File: config.mk
export PLATFORM = sky130hd
export DESIGN_NAME = grid_population_counter
export DESIGN_NICKNAME = d
export VERILOG_FILES = /design/src/rtl/gol_pkg.sv /design/src/rtl/grid_population_counter_bcd_double_dabble.sv /design/src/rtl/grid_population_counter.sv
export SDC_FILE = /design/constraint.sdc
export NUM_CORES = 2
export LEC_CHECK = 0
export CORE_AREA = 2 2 477 479
export DETAILED_ROUTE_END_ITERATION = 12
export DIE_AREA = 0 0 479 481
export SYNTH_ARGS = -nofsm -noshare
export SYNTH_HDL_FRONTEND = slang
export SYNTH_HIERARCHICAL = 1
export SYNTH_SLANG_ARGS = --single-unit
export TNS_END_PERCENT = 50
File: constraint.sdc
create_clock -name clk -period 6.55 [get_ports clk]
set_input_delay 0.655 -clock clk [delete_from_list [all_inputs] [get_ports clk]]
set_output_delay 0.655 -clock clk [all_outputs]
set_load 0.02 [all_outputs]
File: src/rtl/gol_pkg.sv
// Shared constants, FSM state type and helpers for the Game-of-Life population counter.
package gol_pkg;

  localparam int unsigned ROWS  = 30;
  localparam int unsigned COLS  = 40;
  localparam int unsigned CELLS = ROWS * COLS;
  localparam int unsigned CHUNK = 8;
  localparam int unsigned CNT_W = 11;
  localparam int unsigned BCD_W = 16;

  typedef enum logic [1:0] {
    IDLE,
    SCAN,
    CONV,
    DONE
  } state_t;

  function automatic int unsigned clog2(input int unsigned v);
    int unsigned r;
    r = 0;
    while ((32'd1 << r) < v) r++;
    return r;
  endfunction

endpackage

File: src/rtl/grid_population_counter_bcd_double_dabble.sv
// Sequential binary-to-BCD converter: one double-dabble step per clk, CNT_W steps per conversion.
module bcd_double_dabble
  import gol_pkg::*;
#(
  parameter int unsigned CNT_W = gol_pkg::CNT_W
) (
  input  logic             clk,
  input  logic             reset_n,
  input  logic             load,
  input  logic [CNT_W-1:0] bin,
  output logic [15:0]      bcd,
  output logic             ready
);

  localparam int unsigned SH_W  = 16 + CNT_W;
  localparam int unsigned CTR_W = clog2(CNT_W + 1);

  logic [SH_W-1:0]  r_sh;
  logic [CTR_W-1:0] r_left;
  logic [SH_W-1:0]  w_src;
  logic [SH_W-1:0]  w_adj;
  logic [SH_W-1:0]  w_step;

  function automatic logic [3:0] adj3(input logic [3:0] n);
    return (n >= 4'd5) ? n + 4'd3 : n;
  endfunction

  // The load cycle already performs the first step, so CNT_W-1 steps remain afterwards.
  always_comb begin
    w_src  = load ? {16'h0000, bin} : r_sh;
    w_adj  = {adj3(w_src[SH_W-1  -: 4]), adj3(w_src[SH_W-5  -: 4]),
              adj3(w_src[SH_W-9  -: 4]), adj3(w_src[SH_W-13 -: 4]),
              w_src[CNT_W-1:0]};
    w_step = w_adj << 1;
  end

  always_ff @(posedge clk or negedge reset_n) begin
    if (!reset_n) begin
      r_sh   <= '0;
      r_left <= '0;
    end else if (load) begin
      r_sh   <= w_step;
      r_left <= CTR_W'(CNT_W - 1);
    end else if (r_left != '0) begin
      r_sh   <= w_step;
      r_left <= r_left - CTR_W'(1);
    end
  end

  assign bcd   = r_sh[SH_W-1 -: 16];
  assign ready = (r_left == '0);

endmodule

File: src/rtl/grid_population_counter.sv
// Snapshot-and-scan live-cell counter with optional BCD output (enabled by GRID_POP_BCD_EN).
module grid_population_counter
  import gol_pkg::*;
#(
  parameter int unsigned ROWS  = gol_pkg::ROWS,
  parameter int unsigned COLS  = gol_pkg::COLS,
  parameter int unsigned CHUNK = gol_pkg::CHUNK,
  parameter int unsigned CNT_W = gol_pkg::CNT_W
) (
  input  logic                 clk,
  input  logic                 reset_n,
  input  logic                 start,
  input  logic [ROWS*COLS-1:0] grid,
  output logic                 busy,
  output logic                 done,
  output logic [CNT_W-1:0]     count,
  output logic [15:0]          bcd
);

  localparam int unsigned NCELL  = ROWS * COLS;
  localparam int unsigned NCHUNK = NCELL / CHUNK;
  localparam int unsigned IDX_W  = clog2(NCHUNK);
  localparam int unsigned SEL_W  = clog2(NCELL);

  state_t           r_state;
  state_t           w_state_next;
  logic [NCELL-1:0] r_snap;
  logic [CNT_W-1:0] r_acc;
  logic [CNT_W-1:0] r_count;
  logic [IDX_W-1:0] r_idx;
  logic [SEL_W-1:0] w_base;
  logic [CHUNK-1:0] w_chunk;
  logic [CHUNK-1:0] w_tmp;
  logic [CNT_W-1:0] w_pop;
  logic [CNT_W-1:0] w_sum;
  logic             w_last;

  always_comb begin
    w_base  = SEL_W'(r_idx) * SEL_W'(CHUNK);
    w_chunk = r_snap[w_base +: CHUNK];
    w_tmp   = w_chunk;
    w_pop   = '0;
    for (int unsigned i = 0; i < CHUNK; i++) begin
      w_pop = w_pop + CNT_W'(w_tmp[0]);
      w_tmp = w_tmp >> 1;
    end
    w_sum  = r_acc + w_pop;
    w_last = (r_idx == IDX_W'(NCHUNK - 1));
  end

`ifdef GRID_POP_BCD_EN
  logic        w_dd_load;
  logic        w_dd_ready;
  logic [15:0] w_dd_bcd;
  logic [15:0] r_bcd;

  // The converter loads the final sum combinationally in the last SCAN cycle.
  bcd_double_dabble #(
    .CNT_W(CNT_W)
  ) u_dd (
    .clk    (clk),
    .reset_n(reset_n),
    .load   (w_dd_load),
    .bin    (w_sum),
    .bcd    (w_dd_bcd),
    .ready  (w_dd_ready)
  );
`endif

  always_ff @(posedge clk or negedge reset_n) begin
    if (!reset_n) r_state <= IDLE;
    else          r_state <= w_state_next;
  end

  always_comb begin
    w_state_next = r_state;
    case (r_state)
      IDLE: if (start) w_state_next = SCAN;
`ifdef GRID_POP_BCD_EN
      SCAN: if (w_last) w_state_next = CONV;
      CONV: if (w_dd_ready) w_state_next = DONE;
`else
      SCAN: if (w_last) w_state_next = DONE;
`endif
      DONE: w_state_next = IDLE;
      default: w_state_next = IDLE;
    endcase
  end

  always_comb begin
    busy = (r_state != IDLE);
    done = (r_state == DONE);
`ifdef GRID_POP_BCD_EN
    w_dd_load = (r_state == SCAN) && w_last;
`endif
  end

  always_ff @(posedge clk or negedge reset_n) begin
    if (!reset_n) begin
      r_snap  <= '0;
      r_acc   <= '0;
      r_idx   <= '0;
      r_count <= '0;
    end else begin
      case (r_state)
        IDLE: if (start) begin
          r_snap <= grid;
          r_acc  <= '0;
          r_idx  <= '0;
        end
        SCAN: begin
          r_acc <= w_sum;
          r_idx <= r_idx + IDX_W'(1);
        end
        default: ;
      endcase
      if (w_state_next == DONE && r_state != DONE)
        r_count <= (r_state == SCAN) ? w_sum : r_acc;
    end
  end

`ifdef GRID_POP_BCD_EN
  always_ff @(posedge clk or negedge reset_n) begin
    if (!reset_n)
      r_bcd <= '0;
    else if (w_state_next == DONE && r_state != DONE)
      r_bcd <= w_dd_bcd;
  end

  assign bcd = r_bcd;
`else
  assign bcd = '0;
`endif

  assign count = r_count;

endmodule

## Word-level counts from Yosys, hierarchy flattened

Cells that the tools add are included.

- Bits in registers: 1232
- Bits in latches: 0
- RAM bits: 0
- ROM bits: 0
- Bits of input ports: 1203
- Output and inout port bits: 29
- Word-level logic and storage cells: 35
- Memories: 0

- Add/sub/neg operators: 9
- Multiply operators: 0
- Div/mod/pow operators: 0
- $lt $le $gt $ge: 0
- Equality and inequality tests: 6
- Shift-type cells: 1
- Multiplexer cells: 8
- Bitwise gates (word level): 0
- Reductions and logical operators: 6

Operators by type and width:

| cell | number |
|---|---|
| $shiftx 1200x12->8 | 1 |
| $mux 11 | 2 |
| $pmux 11 s2 | 1 |
| $pmux 8 s2 | 1 |
| $add 11x8->11 | 1 |
| $add 7x1->8 | 1 |
| $add 8x1->8 const B | 1 |
| $eq 8x8->1 const B | 1 |
| $mux 8 | 1 |
| $add 6x1->7 | 1 |
| $add 5x1->6 | 1 |
| $add 4x1->5 | 1 |
| $add 3x1->4 | 1 |
| $eq 2x2->1 const B | 2 |
| $mux 2 | 2 |
| $ne 2x2->1 const B | 2 |
| $pmux 2 s2 | 1 |
| $reduce_and 2->1 | 2 |
| $reduce_bool 2->1 | 2 |
| $add 2x1->3 | 1 |
| $add 1x1->2 | 1 |
| $eq 2x1->1 const B | 1 |
| $logic_not 2->1 | 1 |
| $logic_and 1x1->1 | 1 |

## Logic depth before layout (Yosys ltp)

- Depth after elaboration: 10
- Gate-level depth with buffers: 25
- Depth with buffers taken out: 19

## Worst setup path after synthesis

No wires, ideal clock.

- Path kind: reg2reg
- From: register r_idx[1]
- To: register r_acc[10]
- Setup time: 83 ps
- Arrival time: 5751 ps
- Required time: 6467 ps
- Path slack: 716 ps
- Cell stages (with the launch flop): 21
- Buffers on the path: 3
- Cells stage by stage: dfrtp_1 -> buf_2 -> buf_2 -> buf_1 -> mux4_2 -> a2111oi_0 -> o32ai_1 -> a311oi_1 -> fa_1 -> inv_1 -> fa_1 -> inv_1 -> fa_1 -> fa_1 -> fa_1 -> nor2b_1 -> o21ai_0 -> a21oi_1 -> nand4_1 -> or3_1 -> o21ai_0

- Longest elaborated chain between the ends: 10

RTL lines:

| item | line | text |
|---|---|---|
| start, declared | grid_population_counter.sv:30 | `logic [IDX_W-1:0] r_idx;` |
| start signal, assigned | grid_population_counter.sv:113 | `r_idx <= r_idx + IDX_W'(1);` |
| $shiftx 1200x12->8 * | grid_population_counter.sv:40 | `w_chunk = r_snap[w_base +: CHUNK];` |
| $add 1x1->2 | grid_population_counter.sv:44 | `w_pop = w_pop + CNT_W'(w_tmp[0]);` |
| $add 2x1->3 | grid_population_counter.sv:44 |  |
| $add 3x1->4 | grid_population_counter.sv:44 |  |
| $add 4x1->5 | grid_population_counter.sv:44 |  |
| $add 5x1->6 | grid_population_counter.sv:44 |  |
| $add 6x1->7 | grid_population_counter.sv:44 |  |
| $add 7x1->8 * | grid_population_counter.sv:44 |  |
| $add 11x8->11 * | grid_population_counter.sv:47 | `w_sum = r_acc + w_pop;` |
| $pmux 11 s2 * | grid_population_counter.sv:105 | `case (r_state)` |
| end signal, assigned | grid_population_counter.sv:112 | `r_acc <= w_sum;` |
| end, declared | grid_population_counter.sv:28 | `logic [CNT_W-1:0] r_acc;` |

Mark *: on every way between the ends. The rest lies on a longest branch, timed or not.
A chain may end at the register's enable or synchronous reset.

## Worst setup path after layout

- From: register r_idx[0]
- To: register r_acc[10]

The elaborated chain is that of the path after synthesis.

==> metrics.md <==
| Metric | Value |
|---|---|
| Run status | `finished, final reports clean` |
| Power Density | `511 nW/µm²` |
| Initial antenna violation count | `95` |
| Tmin final | `6310 ps` |
| Critical path class | `reg2reg` |
| Reg2Reg Depth | `20` |
| Root Driver | `clkbuf_16` |
| Top-area cell type share of the netlist area | `54.5%` |
| Leakage | `37.5 nW` |
| Max Fclk | `0.159 GHz` |
| Worst Tran Pin Value | `1250 ps` |
| Fin. max-slew vios | `0` |
| Num CTS Buffers | `147` |
| Post-DP HPWL | `between 200 and 250 mm` |
| Routed WL | `282 mm` |
| Largest family of logic cells by synthesized area | `simple AND/OR/NAND/NOR gates` |
| Most common cell in the synthesized netlist | `nand2_1` |
| Die height | `481 µm` |
| Kind of start point of the critical path | `register` |
| Layout cells sized above 1 | `9.76%` |
| Critical Path RT | `7250 ps` |
| Area Growth Syn to Fin | `37.9%` |
| NumNets Final | `between 8000 and 9000` |
| Hold Crit Class | `in2reg` |
| EDFF count, synth | `0` |
| Placer Congestion | `0.931` |
| Synth Area in Compound Gates | `3.62%` |
| Final period utilization | `a little over nine tenths` |
| Synth async-reset ratio | `100%` |
| Hold Slack | `367 ps` |
| Starting density of the core | `25.1%` |
| Worst skew pair latency | `approximately 810 ps` |
| Via density per instance | `4.77` |
| Cell area after synthesis | `56600 µm²` |
| Total gr overflow | `0` |
| Critical path arrival | `7000 ps` |
| Hold worst-path end | `r_snap[1142]$_DFFE_PN0P_` |
| Clock Skew | `between 30 and 40 ps` |
| Maximum vdd drop | `around 0.45 mV` |
| Synth Instances | `6203` |
| Hold Path Depth | `3` |
| Distinct cells, synth | `68` |
| IO Port Bufs | `1215` |
| Via count | `50300` |
| IO Pins | `1232` |
| Area of the die | `230000 µm²` |
| Final Util | `34.6%` |
| Relative slew slack | `16.9%` |
| CP endpoint kind | `register` |
| DRC viols | `0` |
| Core Area | `about 230000 µm²` |
| RSZ-0062 raised after global routing | `false` |
| Rows | `175` |
| H-tree levels | `4` |
| Vias in the first global route | `51100` |
| Max-cap violation count | `0` |
| XOR/XNOR Fraction of Synth Area | `less than 1%` |
| Synthesized area per cell | `9.13 µm²` |
| Yosys top cell by area | `dfrtp_1` |
| Most frequent cells after synthesis | `nand2_1, dfrtp_1, clkbuf_1` |
| Setup slack, reg-to-reg | `about 240 ps` |
| Endpoints failing setup | `0` |
| Ys flop type | `dfrtp_1` |
| Fill count | `23000` |
| Post-synthesis sequential area ratio | `roughly 54%` |
| Multiplexer share of the synthesized area | `about 12%` |
| Die Wd | `479 µm` |
| CTS max path bufs | `3` |
| CTS tree | `built` |
| Largest net degree at the start of global routing | `236` |
| Adder-Cell Fraction of Synth Area | `less than 1%` |
| DR iter-0 viols | `a little under 5000` |
| Reg clk slew, reported paths | `60 ps` |
| Global Route Usage Sum | `23.8%` |
| Simple-gate share of the synthesized area | `25.4%` |
| Top post-synthesis cells by area | `dfrtp_1, nand2_1, mux4_2, mux2i_1, clkbuf_1` |
| R2r startpoint | `r_idx[0]$_DFFE_PN0P_` |
| First-pass GRT wire length | `390 mm` |
| Clock sink count | `approximately 1200` |
| Hold Startpoint | `grid[1142]` |
| Drt first pass iters | `8` |
| Final Hold Vio Count | `0` |
| Post-DRT Antenna Nets | `0` |
| Largest fanout on the critical path | `25` |
| Seq cells post-synth | `1232` |
| Routed length per instance | `26.7 µm` |
| Synth Warn # | `6` |
| RR Endpoint | `r_acc[10]$_DFFE_PN0P_` |
-- worst max-delay path: stages, from the launching register on --
cell and delay [ps]:
dfrtp_4 420, buf_12 150, buf_12 180, buf_4 210, buf_4 450, mux2i_1 170, o221ai_1 370, a21oi_1 180
o32a_1 410, nor3b_1 790, a311oi_1 180, fa_1 550, fa_2 380, fa_1 460, nor2b_1 160, o21ai_0 150
a21oi_1 200, buf_4 160, nand4_1 160, or3_1 330, o21ai_0 90
-- through the flow --
stage / TNS (ps) / area [µm²] / instances / setup slack (ps) / power (mW)
6_report: 0 / 78000 / 10500 / 243 / 39.9
4_1_cts: 0 / 77700 / 10500 / 4.82 / 39.9
3_3_place_gp: -1760 / 72600 / 10200 / -421 / 30.9
3_5_place_dp: -643 / 72600 / 10200 / -209 / 31.2
2_1_floorplan: 0 / 56700 / 6218 / 716 / 23.0
5_1_grt: 0 / 78000 / 10500 / 2.29 / 42.4
-- per-layer routing --
metal	part of all wire [%]	wire (µm)	GRT usage, %
met1	43	120000	31.8
met3	8.5	24000	6.37
met5	0.14	406	0
met4	3.2	8960	7.36
met2	46	128000	37.5
-- sequential cells by signal, indices dropped and copies added (netlist names) --
signal   cells
r_state      2
count       11
r_snap    1200
r_idx        8
r_acc       11
-- cell usage in the layout, fill, tap and decap left out, drive strengths merged, types with 31 or more instances in the layout --
cell type      count
mux2i            181
o221ai            43
inv               31
buf              216
dfrtp           1232
a21oi             76
mux4             221
nand2           3686
clkdlybuf4s50   1214
clkbuf           215
o21ai             57
-- power by group --
part | leakage (nW) | internal [mW] | switching, mW | total [mW]
logic | 19.7 | 7.26 | 10.4 | 17.6
clock network | 2.45 | 5.01 | 3.54 | 8.55
registers | 15.4 | 11.2 | 2.54 | 13.7
-- final cells by class --
class | instances | area (µm²) | share of cell area (%)
inverters | 23 | 93.8 | 0.120
diodes | 25 | 62.6 | 0.0802
multi-input cells | 4550 | 24000 | 30.7
clock buffers | 211 | 4270 | 5.47
flip-flops and latches | 1232 | 30800 | 39.5
clock inverters | 51 | 733 | 0.939
well taps | 3009 | 3760 | 4.82
repair buffers | 1435 | 14300 | 18.3
-- how the worst max path moves through the flow --
stage	slack, ps	endpoint	cells after the start	startpoint
after global placement	-420	r_acc[10]$_DFFE_PN0P_	23	r_idx[0]$_DFFE_PN0P_
final	240	r_acc[10]$_DFFE_PN0P_	20	r_idx[0]$_DFFE_PN0P_
after floorplan	720	r_acc[10]$_DFFE_PN0P_	20	r_idx[1]$_DFFE_PN0P_
after CTS	5	r_acc[10]$_DFFE_PN0P_	20	r_idx[0]$_DFFE_PN0P_
after global routing	2	r_acc[10]$_DFFE_PN0P_	24	r_idx[0]$_DFFE_PN0P_
after detailed placement	-210	r_acc[10]$_DFFE_PN0P_	23	r_idx[0]$_DFFE_PN0P_
-- cell families (layout without fill, tap and decap cells) --
| logic type | Yosys count | after routing |
|---|---|---|
| fa+ha+maj | 13 | 13 |
| other cells | 1 | 41 |
| mux | 422 | 422 |
| xor+xnor | 7 | 7 |
| flops | 1232 | 1232 |
| compound gates | 304 | 304 |
| buf+inv | 436 | 1720 |
| simple gates | 3788 | 3788 |
-- repair_timing --
item / in CTS / in global routing
endpoints found under the setup margin: 6 / 6
resized for setup: 6 / 30
buffers inserted: 0 / 8
gates cloned: 0 / 4
pin swaps: 0 / 4
hold endpoints to repair: 108 / 0
hold buffers: 1 / 0
Power figures use the tool's default switching activity.
